--- src/rtl/adder32_pkg.sv ---
// adder32_pkg: shared definitions for the adder32 issue/capture slice.
//   WIDTH      datapath width of adder32
//   ENTRY_W    width of one queued operand entry, layout {ci, b, a}
//   CNT_W      width of the settle-window down-counter (SETTLE up to 15)
//   state_e    issue-controller FSM states
//   op_entry_t operand entry as stored in the FIFO
//   signed_ovf two's-complement overflow of a + b (+ci) given the sum bits
package adder32_pkg;

    localparam int unsigned WIDTH   = 32;
    localparam int unsigned ENTRY_W = 2 * WIDTH + 1;
    localparam int unsigned CNT_W   = 4;

    typedef enum logic [1:0] {
        ST_IDLE   = 2'd0,
        ST_SETTLE = 2'd1,
        ST_HOLD   = 2'd2
    } state_e;

    typedef struct packed {
        logic             ci;
        logic [WIDTH-1:0] b;
        logic [WIDTH-1:0] a;
    } op_entry_t;

    // Overflow iff both operands share a sign and the result sign differs.
    function automatic logic signed_ovf(input logic [WIDTH-1:0] a,
                                        input logic [WIDTH-1:0] b,
                                        input logic [WIDTH-1:0] s);
        return (a[WIDTH-1] == b[WIDTH-1]) && (s[WIDTH-1] != a[WIDTH-1]);
    endfunction

endpackage

--- src/rtl/adder32_opfifo.sv ---
// adder32_opfifo: synchronous operand FIFO, DEPTH entries of ENTRY_W bits.
//   clk, rst   clock, synchronous active-high reset
//   push       write push_data (ignored when full)
//   push_data  entry to write
//   full       no free entries
//   pop        advance the read pointer (ignored when empty)
//   pop_data   current head entry (valid when !empty)
//   empty      no stored entries
//   count      number of stored entries, $clog2(DEPTH)+1 bits
// A write is visible at the head only from the cycle after the push edge.
module adder32_opfifo
    import adder32_pkg::*;
#(
    parameter int unsigned DEPTH = 4
) (
    input  logic                     clk,
    input  logic                     rst,
    input  logic                     push,
    input  logic [ENTRY_W-1:0]       push_data,
    output logic                     full,
    input  logic                     pop,
    output logic [ENTRY_W-1:0]       pop_data,
    output logic                     empty,
    output logic [$clog2(DEPTH):0]   count
);

    localparam int unsigned PTR_W  = $clog2(DEPTH);
    localparam int unsigned CNT_FW = PTR_W + 1;

    logic [ENTRY_W-1:0] mem_q [DEPTH];
    logic [PTR_W-1:0]   wr_ptr_q, wr_ptr_d;
    logic [PTR_W-1:0]   rd_ptr_q, rd_ptr_d;
    logic [CNT_FW-1:0]  count_q, count_d;
    logic               do_push, do_pop;

    assign full     = (count_q == CNT_FW'(DEPTH));
    assign empty    = (count_q == '0);
    assign count    = count_q;
    assign pop_data = mem_q[rd_ptr_q];
    assign do_push  = push && !full;
    assign do_pop   = pop && !empty;

    always_comb begin
        wr_ptr_d = wr_ptr_q;
        rd_ptr_d = rd_ptr_q;
        count_d  = count_q;
        // Power-of-two DEPTH: pointer overflow is the modulo wrap.
        if (do_push) wr_ptr_d = wr_ptr_q + 1'b1;
        if (do_pop)  rd_ptr_d = rd_ptr_q + 1'b1;
        case ({do_push, do_pop})
            2'b10:   count_d = count_q + 1'b1;
            2'b01:   count_d = count_q - 1'b1;
            default: count_d = count_q;
        endcase
    end

    always_ff @(posedge clk) begin
        if (rst) begin
            wr_ptr_q <= '0;
            rd_ptr_q <= '0;
            count_q  <= '0;
        end else begin
            wr_ptr_q <= wr_ptr_d;
            rd_ptr_q <= rd_ptr_d;
            count_q  <= count_d;
        end
    end

    always_ff @(posedge clk) begin
        if (do_push) mem_q[wr_ptr_q] <= push_data;
    end

endmodule

--- src/rtl/adder32_issue_ctrl.sv ---
// adder32_issue_ctrl: operand feed and result capture around adder32.
//   clk, rst            clock, synchronous active-high reset
//   in_valid/in_ready   upstream operand stream (in_a, in_b, in_ci)
//   add_a/add_b/add_ci  registered operands driven onto adder32
//   add_s/add_co        adder32 result
//   out_valid/out_ready downstream result stream (out_sum, out_co)
//   busy                FSM active or operands queued
//   out_ovf             signed overflow flag, only with ADDER32_OVF_FLAG_EN
// Operands are held on the adder for SETTLE cycles before the result is
// captured; a result held in HOLD is released on the downstream handshake,
// issuing the next queued entry in that same cycle.
module adder32_issue_ctrl
    import adder32_pkg::*;
#(
    parameter int unsigned DEPTH  = 4,
    parameter int unsigned SETTLE = 3
) (
    input  logic             clk,
    input  logic             rst,
    input  logic             in_valid,
    output logic             in_ready,
    input  logic [WIDTH-1:0] in_a,
    input  logic [WIDTH-1:0] in_b,
    input  logic             in_ci,
    output logic [WIDTH-1:0] add_a,
    output logic [WIDTH-1:0] add_b,
    output logic             add_ci,
    input  logic [WIDTH-1:0] add_s,
    input  logic             add_co,
    output logic             out_valid,
    input  logic             out_ready,
    output logic [WIDTH-1:0] out_sum,
    output logic             out_co,
    output logic             busy
`ifdef ADDER32_OVF_FLAG_EN
    ,
    output logic             out_ovf
`endif
);

    state_e                 state_q, state_d;
    logic [CNT_W-1:0]       cnt_q, cnt_d;
    op_entry_t              op_q, op_d;
    logic                   valid_q, valid_d;
    logic [WIDTH-1:0]       sum_q, sum_d;
    logic                   co_q, co_d;

    logic                   fifo_full, fifo_empty, fifo_pop;
    logic [ENTRY_W-1:0]     fifo_head_bits;
    op_entry_t              fifo_head;
    logic [$clog2(DEPTH):0] fifo_count;
    op_entry_t              in_entry;

    assign in_entry  = '{ci: in_ci, b: in_b, a: in_a};
    assign fifo_head = op_entry_t'(fifo_head_bits);

    adder32_opfifo #(
        .DEPTH (DEPTH)
    ) u_opfifo (
        .clk       (clk),
        .rst       (rst),
        .push      (in_valid),
        .push_data (in_entry),
        .full      (fifo_full),
        .pop       (fifo_pop),
        .pop_data  (fifo_head_bits),
        .empty     (fifo_empty),
        .count     (fifo_count)
    );

`ifdef ADDER32_OVF_FLAG_EN
    logic ovf_q, ovf_d;
`endif

    always_comb begin
        state_d  = state_q;
        cnt_d    = cnt_q;
        op_d     = op_q;
        valid_d  = valid_q;
        sum_d    = sum_q;
        co_d     = co_q;
        fifo_pop = 1'b0;
`ifdef ADDER32_OVF_FLAG_EN
        ovf_d    = ovf_q;
`endif
        case (state_q)
            ST_IDLE: begin
                if (!fifo_empty) begin
                    fifo_pop = 1'b1;
                    op_d     = fifo_head;
                    cnt_d    = CNT_W'(SETTLE - 1);
                    state_d  = ST_SETTLE;
                end
            end
            ST_SETTLE: begin
                if (cnt_q == '0) begin
                    sum_d   = add_s;
                    co_d    = add_co;
`ifdef ADDER32_OVF_FLAG_EN
                    ovf_d   = signed_ovf(op_q.a, op_q.b, add_s);
`endif
                    valid_d = 1'b1;
                    state_d = ST_HOLD;
                end else begin
                    cnt_d = cnt_q - 1'b1;
                end
            end
            ST_HOLD: begin
                if (out_ready) begin
                    valid_d = 1'b0;
                    if (!fifo_empty) begin
                        // Back-to-back issue: next operands go out on the
                        // same edge that retires the current result.
                        fifo_pop = 1'b1;
                        op_d     = fifo_head;
                        cnt_d    = CNT_W'(SETTLE - 1);
                        state_d  = ST_SETTLE;
                    end else begin
                        state_d = ST_IDLE;
                    end
                end
            end
            default: state_d = ST_IDLE;
        endcase
    end

    always_ff @(posedge clk) begin
        if (rst) begin
            state_q <= ST_IDLE;
            cnt_q   <= '0;
            op_q    <= '0;
            valid_q <= 1'b0;
            sum_q   <= '0;
            co_q    <= 1'b0;
        end else begin
            state_q <= state_d;
            cnt_q   <= cnt_d;
            op_q    <= op_d;
            valid_q <= valid_d;
            sum_q   <= sum_d;
            co_q    <= co_d;
        end
    end

`ifdef ADDER32_OVF_FLAG_EN
    always_ff @(posedge clk) begin
        if (rst) ovf_q <= 1'b0;
        else     ovf_q <= ovf_d;
    end
    assign out_ovf = ovf_q;
`endif

    assign in_ready  = !fifo_full;
    assign add_a     = op_q.a;
    assign add_b     = op_q.b;
    assign add_ci    = op_q.ci;
    assign out_valid = valid_q;
    assign out_sum   = sum_q;
    assign out_co    = co_q;
    assign busy      = (state_q != ST_IDLE) || (fifo_count != '0);

endmodule

--- config.mk ---
export PLATFORM = sky130hd
export DESIGN_NAME = adder32_issue_ctrl
export DESIGN_NICKNAME = d
export VERILOG_FILES = /design/src/rtl/adder32_pkg.sv /design/src/rtl/adder32_opfifo.sv /design/src/rtl/adder32_issue_ctrl.sv
export SDC_FILE = /design/constraint.sdc
export NUM_CORES = 1
export LEC_CHECK = 0
export ABC_AREA = 1
export BUFFER_PORTS_ARGS = -buffer_cell sky130_fd_sc_hd__buf_4
export CORE_MARGIN = 8
export CORE_UTILIZATION = 45
export CTS_CLUSTER_DIAMETER = 150
export DETAILED_ROUTE_END_ITERATION = 16
export PLACE_DENSITY_LB_ADDON = 0.1
export SLEW_MARGIN = 20
export SYNTH_ARGS = -nofsm -noshare
export SYNTH_HDL_FRONTEND = slang
export SYNTH_SLANG_ARGS = --single-unit
--- constraint.sdc ---
create_clock -name clk -period 4.24 [get_ports clk]
set_clock_uncertainty 0.2 [all_clocks]
set_input_delay 0.636 -clock clk [delete_from_list [all_inputs] [get_ports clk]]
set_output_delay 0.636 -clock clk [all_outputs]
set_load 0.1 [all_outputs]
# Yosys cells after proc, flatten, opt, wreduce, memory -nomap -nowiden

Memories as Yosys holds them, arrays and structs flattened. A register that Yosys moved wholly into a read port is not among the register bits.
Index checks and enable logic that the tools add are counted.

Multiplexer cells: 23
Reductions and logical operators: 19
Equal/unequal tests: 9
$add $sub $neg: 5

Operators with widths:

| operator                                         | number |
|---|---|
| 2-to-1 mux 65 bit                                | 2 |
| one-hot mux 65 bit (2 select lines)              | 1 |
| 2-to-1 mux 4 bit                                 | 3 |
| one-hot mux 4 bit (3 select lines)               | 1 |
| 2-to-1 mux 2 bit                                 | 5 |
| AND reduction 3 bit                              | 3 |
| != test 2 bit, second input constant             | 4 |
| nonzero test 2 bit                               | 4 |
| 2-to-1 mux 1 bit                                 | 7 |
| one-hot mux 2 bit (3 select lines)               | 1 |
| one-hot mux 3 bit (2 select lines)               | 1 |
| nonzero test 3 bit                               | 2 |
| adder 2 x 1 -> 2 bit, second input constant      | 2 |
| == test 2 x 1 -> 1 bit, second input constant    | 2 |
| == test 2 bit, second input constant             | 2 |
| logical NOT 4 bit                                | 1 |
| one-hot mux 1 bit (2 select lines)               | 2 |
| AND reduction 2 bit                              | 2 |
| subtractor 4 x 1 -> 4 bit, second input constant | 1 |
| adder 3 x 1 -> 3 bit, second input constant      | 1 |
| == test 3 bit, second input constant             | 1 |
| logical NOT 3 bit                                | 1 |
| subtractor 3 x 1 -> 3 bit, second input constant | 1 |
| logical AND 1 bit                                | 2 |
| other kinds (3)                                  | 4 |

Bits of input ports: 102
Logic and storage cells: 68
RAM bits: 260
Output and inout bits: 101
Memories: 1
Register bits: 112

Memories:

| name           | depth | bits a word | rd ports | clocked after memory_dff | write ports | line                 | RTL |
|---|---|---|---|---|---|---|---|
| u_opfifo.mem_q | 4     | 65          | 1        | 1                        | 1           | adder32_opfifo.sv:30 | `logic [ENTRY_W-1:0] mem_q [DEPTH];` |

# Depth between registers and ports, before layout

Gate-level depths: netlist (run 1).

Word-level depth: 7
Depth in mapped cells: 13
Mapped depth without buffers: 13

# By module

A second synthesis (run 1) with hierarchy kept.

Cells, all modules: 1,179
Area, all modules: 14,191.1 µm²

By module, submodules not included:

| module             | seq. area each (µm²) | instances | area each (µm²) | cells each |
|---|---|---|---|---|
| adder32_opfifo     | 7,987.7              | 1         | 10,452.5        | 699 |
| adder32_issue_ctrl | 2,102.0              | 1         | 3,738.6         | 480 |

# Worst setup path after synthesis (run 1)

No wires, ideal clock.

Kind: flip-flop to flip-flop
From: register u_opfifo.count_q[0], in the netlist u_opfifo.count[0]
To: memory u_opfifo.mem_q[0][0] (netlist name) (enable)
Period minus slack after synthesis: 4.878 ns
Stages on the path, launching flop included: 6
Library setup time: 0.489 ns
Setup slack: -0.638 ns
Data arrival time: 4.189 ns
Buffers on the path: 1
Data required time: 3.551 ns
Cell sequence: dfxtp_1 -> nor2_1 -> nand2_1 -> nand2_1 -> buf_4 -> nor2_1

Cells in the longest elaborated chain, start to end: 5

RTL lines:

| item                                   | line                     | RTL |
|---|---|---|
| from (decl)                            | adder32_opfifo.sv:33     | `logic [CNT_FW-1:0] count_q, count_d;` |
| from (signal assigned)                 | adder32_opfifo.sv:65     | `count_q <= count_d;` |
| == test 3 bit                          | adder32_opfifo.sv:36     | `assign full = (count_q == CNT_FW'(DEPTH));` |
| logical NOT 1 bit                      | n/a                      |  |
| net in_ready                           | adder32_issue_ctrl.sv:21 | `output logic in_ready,` |
| logical AND 1 bit                      | adder32_opfifo.sv:40     | `assign do_push = push && !full;` |
| 2-to-1 mux 1 bit                       | adder32_opfifo.sv:70     | `if (do_push) mem_q[wr_ptr_q] <= push_data;` |
| 2-to-1 mux 1 bit (implied by the code) | adder32_opfifo.sv:70     |  |
| to (decl)                              | adder32_opfifo.sv:30     |  |

The timed path passes the listed nets, and every way through them passes these cells.

# Final worst setup path (run 1)

From: register u_opfifo.count_q[0], in the netlist u_opfifo.count[0]
To: output busy

Cells in the longest elaborated chain, start to end: 2

RTL lines:

| item               | line                      | RTL |
|---|---|---|
| nonzero test 3 bit | adder32_issue_ctrl.sv:160 | `assign busy = (state_q != ST_IDLE) \|\| (fifo_count != '0);` |
| logical OR 1 bit   | adder32_issue_ctrl.sv:160 |  |
| to (decl)          | adder32_issue_ctrl.sv:34  | `output logic busy` |

No other way between the ends.

==> results.py, run 1 <==
metrics = {
    "worst_setup_path": {
        "path_max_fanout": 3,
        "cp-start-kind": "register",
        "crit_type": "reg -> out",
        "setup.worst_path.end_class": "output pin",
        "worstPathRequired_ns": 3.40,
        "critPathArrivalTime_ns": 1.68,
    },
    "clock_tree": {
        "cts.repair.resized": 0,
        "clkTransAtPathRegs_ns": 0.06,
        "root_buffer": "clkbuf_16",
        "hold_buffers": 0,
        "insertion_delay_ns": 0.51,
        "cts_setup_buffers": 0,
        "cts_buffers": 39,
        "clk_path_buf_depth": 3,
        "cts_tree": "done",
        "cts-htree-levels": 2,
        "cts.sinks": 374,
    },
    "floorplanning": {
        "die_h_um": 192,
        "fp.dieW_um": 192,
        "pin_count": 203,
        "initial_utilization": 0.456,
        "coreArea_um2": 30500,
        "std_cell_rows": 64,
        "dieArea_um2": 36800,
    },
    "global_route": {
        "grt_pass1_vias": 9113,
        "grt_use_total": 0.168,
        "grt_max_degree": 94,
        "grt_remaining_overflow": 0,
        "antenna_found_initial": 0,
        "grt_pass1_wl_mm": 49.4,
    },
    "drt": {
        "ant_nets": 0,
        "wl_mm": 31.6,
        "drc": 0,
        "drtIter0Drc": 626,
        "vias": 9291,
        "viasPerCell": 5.05,
        "first_pass_iters": 5,
        "wl_per_cell_um": 17.2,
    },
    "yosys": {
        "synth_edf_count": 260,
        "yosys.area.top_type": "edfxtp_1",
        "synthFlopType": "edfxtp_1",
        "synth_cells": 1230,
        "synth-xor-area-share": 0.000629,
        "ys_seq_area_frac": 0.725,
        "async_flop_share": 0,
        "syn_avg_cell_area_um2": 11.3,
        "yosys.area_share.adder": 0.00593,
        "synth_area_um2": 13900,
        "synth_top_family_by_area": "simple AND/OR/NAND/NOR gates",
        "synth_area_leaders": "edfxtp_1, dfxtp_1, nor2_1",
        "synthMuxAreaShare": 0,
        "yosys_warnings": 0,
        "synth_compound_area_frac": 0.113,
        "synth_most_common_cell": "nor2_1",
        "synthDominantCellAreaShare": 0.561,
        "yosys.area_share.simple": 0.121,
        "yosys_register_bits": 374,
        "synthTopCellsByCount": "nor2_1, edfxtp_1, o21ai_0",
        "ys_types": 23,
        "synth_nets": 1338,
    },
    "placed_design": {
        "post_dp_cell_area_um2": 15700,
        "dp.cells": 1768,
        "place_congestion": 0.721,
        "pre_cts_ws_ns": 1.52,
        "port_buffers": 202,
        "dp_hpwl_mm": 18.3,
    },
    "timing": {
        "min_period_ns": 2.52,
        "fmaxAchievable_ghz": 0.398,
        "rsz0062_at_grt": "false",
        "slew_headroom": 0.330,
        "final.setup.worst_slack_ns": 1.72,
        "final_hold_viol_count": 0,
        "finalCritPeriodShare": 0.593,
        "worst_slew_pin_slew_ns": 1.01,
        "drv_slew": 0,
        "finalSetupViolCount": 0,
        "fin_tns_setup_ns": 0,
    },
    "finish": {
        "drive_above_1_share": 0.198,
        "nets": 1521,
        "syn_to_final_growth_pct": 22.1,
        "fin_area_um2": 17000,
        "fin_cells": 1839,
        "n_antenna_cell": 0,
    },
    "power_and_ir_drop": {
        "p_leak_nw": 6.36,
        "irDropWorstVdd_mv": 0.467,
        "power_density_nw_per_um2": 853,
    },
    "run": {
        "drv_cap": 0,
    },
    "outcome": {
        "status": "completed",
    },
    "hold_path": {
        "hp-class": "in -> reg",
    },
}
layout make-up:
type                       instances  area [µm²]
fill                            2678       13500
sequential                       374       10100
multi-input combinational        760        3370
timing repair buffer             216        1620
clock buffer                      55        1120
tap                              396         495
clock inverter                    16         205
inverter                          22        85.1
per-stage QoR:
stage          utilization  power (mW)  hold WS (ns)
2_1_floorplan            -        9.79         0.230
3_3_place_gp         0.514        11.1         0.252
3_5_place_dp         0.514        11.2         0.255
4_1_cts              0.557        14.7        0.0967
5_1_grt              0.557        15.3        0.0976
6_report             0.557        14.5         0.122
layer usage:
metal | track usage | share of wire
met5 | 0 | 0
met4 | 0.0420 | 0.015
met3 | 0.0327 | 0.060
met2 | 0.281 | 0.47
met1 | 0.223 | 0.45
report_power, final:
part	internal, mW	switching, mW	total, mW
combinational	1.31	4.71	6.02
clock	2.14	1.33	3.47
sequential	4.61	0.399	5.01
placed cells by master (no fill, tap or decap), types with 10 or more instances in the layout:
| cell | n |
|---|---|
| nand2_1 | 23 |
| o21ai_0 | 258 |
| nor2_1 | 402 |
| clkbuf_16 | 41 |
| buf_4 | 216 |
| inv_1 | 18 |
| a21oi_1 | 15 |
| o21ai_1 | 40 |
| dfxtp_1 | 112 |
| edfxtp_1 | 260 |
| clkbuf_1 | 10 |
cell families (layout without fill, tap and decap cells):
family | Yosys count | after routing
xor gates and xnor gates | 1 | 1
DFF | 374 | 374
AOI/OAI and AO/OA | 313 | 313
adders and majority gates | 6 | 6
buffers and inverters | 96 | 309
and+or+nand+nor | 440 | 440
sequential cells by signal, indices dropped and copies added (netlist names), named ones only:
name	count
add_ci	1
cnt_q	4
u_opfifo.mem_q	260
state_q	2
add_b	32
out_co	1
out_valid	1
out_sum	32
u_opfifo.count	3
add_a	32
u_opfifo.wr_ptr_q	2
u_opfifo.rd_ptr_q	2
path summary, 6_finish.rpt:
check / start / slack, ns / endpoint / depth (start not counted)
hold / removal: in_b[8] / 0.12 / u_opfifo.mem_q[0][40] / 1
hold reg to reg: cnt_q[0] / 0.26 / cnt_q[0] / 1
setup reg to reg: u_opfifo.count[0] / 1.74 / u_opfifo.mem_q[2][2] / 5
setup / recovery: u_opfifo.count[0] / 1.72 / busy / 4
worst max-delay path, cell delays in order, from the launching register on:
cell and delay (ns):
dfxtp_1 0.34, nor2_1 0.15, nand2_1 0.12, or3_1 0.32
buf_4 0.24
No activity file was read; power rests on OpenSTA's default activity.
==> run 2: changes to the inputs <==
Clock period 4.24 ns to 2.15 ns, I/O delays scaled along.
==> run 2 against run 1 <==
  * Sequential power rose by 95%
  * Sequential share of layout area down 4.5 points
  * Global-route usage grew 0.60 points
==> results.py, run 2 (same netlist as run 1, synthesis figures left out) <==
metrics = {
    "outcome": {
        "status": "completed",
    },
    "global_route": {
        "grt_max_degree": 71,
        "grt_pass1_vias": 9736,
        "grt_pass1_wl_mm": 51.6,
        "grt_remaining_overflow": 0,
        "antenna_found_initial": 1,
        "grt_use_total": 0.174,
    },
    "finish": {
        "syn_to_final_growth_pct": 32.1,
        "layout_common_cells": "nor2_1, edfxtp_1, o21ai_0, buf_4, dfxtp_1",
        "largest_reg_flops": 260,
        "largest_register": "u_opfifo.mem_q",
        "drive_above_1_share": 0.203,
        "nets": 1645,
        "fin_cells": 1964,
        "fin_area_um2": 18400,
        "layout_commonest_cell": "nor2_1",
    },
    "power_and_ir_drop": {
        "irDropWorstVdd_mv": 0.846,
        "p_leak_nw": 6.95,
        "power_density_nw_per_um2": 1590,
        "design_power_total_mw": 29.3,
    },
    "timing": {
        "slew_headroom": 0.672,
        "finalCritPeriodShare": 0.978,
        "drv_slew": 0,
        "final_hold_viol_count": 0,
        "worst_slew_pin_slew_ns": 0.492,
        "finalSetupViolCount": 0,
        "fmaxAchievable_ghz": 0.476,
        "min_period_ns": 2.10,
    },
    "floorplanning": {
        "std_cell_rows": 64,
        "die_h_um": 192,
        "coreArea_um2": 30500,
        "pin_count": 203,
        "dieArea_um2": 36800,
        "fp.dieW_um": 192,
        "initial_utilization": 0.456,
    },
    "worst_setup_path": {
        "path_buf_inv": 1,
        "cp_slowest_cell": "dfxtp_4",
        "path_cells": "nor2_4, nand2_2, or3_4, buf_12",
        "setup.worst_path.end_class": "output pin",
        "worstPathRequired_ns": 1.63,
        "path_max_fanout": 3,
        "path_delay_family": "simple AND/OR/NAND/NOR gates",
        "cp-start-kind": "register",
        "critical-path-max-stage-delay_ns": 0.36,
        "crit_type": "reg -> out",
        "critPathArrivalTime_ns": 1.58,
    },
    "placed_design": {
        "dp_hpwl_mm": 19.0,
        "place_congestion": 0.712,
        "port_buffers": 202,
        "dp.cells": 1787,
        "post_dp_cell_area_um2": 16000,
    },
    "clock_tree": {
        "clk_path_buf_depth": 3,
        "cts-htree-levels": 2,
        "root_buffer": "clkbuf_16",
        "clkTransAtPathRegs_ns": 0.05,
        "insertion_delay_ns": 0.51,
        "cts_tree": "done",
        "cts_buffers": 40,
        "cts.sinks": 374,
    },
    "hold_path": {
        "hp-class": "reg -> reg",
    },
    "drt": {
        "first_pass_iters": 5,
        "viasPerCell": 4.97,
        "wl_mm": 32.6,
        "vias": 9764,
        "wl_per_cell_um": 16.6,
        "drc": 0,
        "drtIter0Drc": 595,
        "ant_nets": 0,
    },
    "run": {
        "drv_cap": 0,
    },
}
run 2: cell types whose count changed in the layout (fill, tap and decap cells not counted), sizes merged:
cell         change
clkbuf           +7
buf             +22
diode            +1
bufinv           -3
dlygate4sd3    +101
clkinvlp         -2
inv              -1
run 2: where the power goes:
group / internal [mW] / leakage, nW / switching, mW
clock: 4.06 / 0.635 / 2.60
sequential: 9.10 / 3.33 / 0.648
combinational: 3.23 / 2.99 / 9.63
total: 16.4 / 6.95 / 12.9
run 2: repair_timing:
action                                  CTS  global route
endpoints found under the setup margin    1             2
hold endpoints to repair                299             0
pin swaps                                 1             2
setup buffers                             1             2
hold buffers                            101             0
gates resized for setup                   5             5
run 2: worst reg2reg max path: cells and delay by family, from the launching register on:
kind                   cells  cell delay (ns)
buffers and inverters      4             0.78
DFF                        1             0.37
and+or+nand+nor            4             0.30
run 2: final timing paths:
check                     from                    end  slack [ns]  cells after the start
max          u_opfifo.count[0]                   busy        0.05                      4
min                   cnt_q[0]               cnt_q[0]        0.27                      1
max reg2reg  u_opfifo.count[1]  u_opfifo.mem_q[3][61]        0.14                      8
min reg2reg           cnt_q[0]               cnt_q[0]        0.27                      1
run 2: final cells by class:
| cell class | instances | area, µm² |
|---|---|---|
| Inverter | 22 | 86.3 |
| Clock buffer | 62 | 1200 |
| Antenna cell | 1 | 2.50 |
| Multi-Input combinational cell | 760 | 3420 |
| Timing Repair Buffer | 339 | 2990 |
| Clock inverter | 10 | 96.3 |
| Fill cell | 2532 | 12100 |
| Tap cell | 396 | 495 |
| Sequential cell | 374 | 10100 |
run 2: per-layer routing:
layer,wire length (µm),vias up,GRT usage
met4,495,0,0.0403
met2,15900,224,0.297
met3,1700,38,0.0278
met1,14500,4645,0.230
li1,-,4857,-
met5,0,-,0
run 2: stage by stage:
step	setup slack [ns]	util	hold slack, ns	setup TNS, ns
after floorplan	-0.242	-	0.192	-58.94
after global placement	0.0613	0.525	0.244	0
after detailed placement	0.0702	0.525	0.269	0
after CTS	0.000405	0.602	0.276	0
after global routing	-0.00231	0.603	0.301	-0.00231
final	0.0475	0.603	0.272	0
==> run 3: changes to the inputs <==
Settings changed: CORE_UTILIZATION 45 to 51, GPL_TIMING_DRIVEN set to 0.
==> run 3 against run 2 <==
  * Combinational power up 4%
  * Count of clock-buffer cells in the layout down 19
  * Sequential cell count unchanged
  * First-iteration DRC count down 16%
  * Critical path depth unchanged
  * Register-to-register slack worse by 0.05 ns
  * Sequential share of layout area down 0.68 points
  * Clock power down 3%
  * Largest cell class unchanged
==> results.py, run 3 (same netlist as run 1, synthesis figures left out) <==
metrics = {
    "outcome": {
        "status": "completed",
    },
    "floorplanning": {
        "pin_count": 203,
        "std_cell_rows": 60,
        "coreArea_um2": 26900,
        "initial_utilization": 0.518,
        "fp.dieW_um": 181,
        "die_h_um": 181,
        "dieArea_um2": 32800,
    },
    "worst_setup_path": {
        "worstReg2RegStart": "u_opfifo.count[1]",
        "path_cells": "nor2_4, nand2_2, or3_4, buf_12",
        "critPathArrivalTime_ns": 1.60,
        "cp-start-kind": "register",
        "ff2ff_path_depth": 14,
        "r2r_slack_ns": 0.09,
        "critical-path-max-stage-delay_ns": 0.36,
        "path_max_fanout": 3,
        "cp_slowest_cell": "dfxtp_4",
        "worstPathRequired_ns": 1.63,
        "setup.worst_path.end_class": "output pin",
        "reg2reg_to": "u_opfifo.count[2]",
        "crit_type": "reg -> out",
    },
    "clock_tree": {
        "cts_tree": "done",
        "root_buffer": "clkbuf_16",
        "cts.sinks": 374,
        "insertion_delay_ns": 0.52,
        "clkTransAtPathRegs_ns": 0.06,
        "clk_path_buf_depth": 3,
        "cts_buffers": 38,
        "cts-htree-levels": 2,
    },
    "finish": {
        "fin_util": 0.692,
        "nets": 1700,
        "layout_common_cells": "nor2_1, edfxtp_1, o21ai_0, buf_4, dfxtp_1",
        "largest_register": "u_opfifo.mem_q",
        "layout_commonest_cell": "nor2_1",
        "drive_above_1_share": 0.218,
        "fin_cells": 1963,
        "syn_to_final_growth_pct": 33.7,
        "largest_reg_flops": 260,
        "nFillCells": 1937,
        "fin_area_um2": 18600,
        "n_antenna_cell": 0,
    },
    "timing": {
        "drv_slew": 0,
        "final.setup.worst_slack_ns": 0.0321,
        "worst_slew_pin_slew_ns": 0.529,
        "finalSetupViolCount": 0,
        "slew_headroom": 0.647,
        "rsz0062_at_grt": "true",
        "finalCritPeriodShare": 0.985,
        "fmaxAchievable_ghz": 0.472,
        "whs_ns": 0.283,
        "final_hold_viol_count": 0,
        "fin_tns_setup_ns": 0,
        "min_period_ns": 2.12,
    },
    "placed_design": {
        "dp_hpwl_mm": 21.8,
        "post_dp_cell_area_um2": 16200,
        "place_congestion": 0.745,
        "port_buffers": 202,
        "pre_cts_ws_ns": -0.429,
        "dp.cells": 1785,
    },
    "drt": {
        "wl_per_cell_um": 17.6,
        "drc": 0,
        "wl_mm": 34.5,
        "first_pass_iters": 5,
        "vias": 10190,
        "drtIter0Drc": 500,
        "viasPerCell": 5.19,
        "ant_nets": 0,
    },
    "hold_path": {
        "hp-start": "out_sum[20]",
        "hp-class": "reg -> reg",
        "whs_path_depth": 2,
        "holdPathEnd": "out_sum[20]",
    },
    "power_and_ir_drop": {
        "p_leak_nw": 7.13,
        "design_power_total_mw": 29.6,
        "irDropWorstVdd_mv": 1.00,
        "power_density_nw_per_um2": 1590,
    },
    "run": {
        "drv_cap": 0,
    },
    "global_route": {
        "grt_pass1_wl_mm": 54.0,
        "grt_max_degree": 24,
        "grt_pass1_vias": 10188,
        "grt_remaining_overflow": 0,
        "antenna_found_initial": 1,
        "grt_use_total": 0.205,
    },
}
## run 3: cell types whose count changed in the layout (fill, tap and decap cells not counted), sizes merged
| cell | before | now |
|---|---|---|
| diode | 1 | 0 |
| clkinv | 9 | 19 |
| clkbuf | 62 | 71 |
| clkinvlp | 0 | 2 |
| inv | 21 | 24 |
| buf | 238 | 267 |
| bufinv | 2 | 4 |
## run 3: critical path, delay by kind of cell (launching register included)
| kind | cells | cell delay [ns] |
|---|---|---|
| buffers and inverters | 1 | 0.17 |
| and+or+nand+nor | 3 | 0.53 |
| DFF | 1 | 0.36 |
## run 3: worst max-delay path by stage
stage                                  from               endpoint  slack, ns  cells past startpoint
after CTS                 u_opfifo.count[1]                   busy      -0.01                      4
after global placement    u_opfifo.count[1]  u_opfifo.mem_q[3][44]      -0.92                      5
after global routing      u_opfifo.count[0]                   busy     -0.005                      4
final                     u_opfifo.count[1]                   busy       0.03                      4
after floorplan           u_opfifo.count[1]   u_opfifo.mem_q[0][0]      -0.24                      5
after detailed placement  u_opfifo.count[2]      u_opfifo.count[2]      -0.43                     12
## run 3: where the power goes
group          switching, mW  internal (mW)
Clock                   2.68           3.82
Combinational           10.1           3.38
Sequential             0.568           9.09
Total                   13.3           16.3
## run 3: final cells by class
class	instances	area, µm²	share of cell area
flip-flops and latches	374	10100	0.543
multi-input cells	760	3420	0.184
repair buffers	322	2900	0.156
clock buffers	43	990	0.0532
plain buffers	74	428	0.0230
well taps	341	427	0.0229
clock inverters	27	260	0.0140
inverters	22	90.1	0.00484
## run 3: per-layer routing
metal	vias up	global-route usage	wire length (µm)
met2	322	0.351	16800
met3	50	0.0457	2270
met5	-	0	13
li1	4978	-	-
met4	2	0.0492	567
met1	4838	0.261	14800
## run 3: what timing repair did
item | 4_1_cts | 5_1_grt
setup buffers | 3 | 4
gates resized for setup | 11 | 6
hold buffers | 101 | 0
pin swaps | 3 | 3
hold endpoints to repair | 299 | 0
endpoints found under the setup margin | 44 | 80
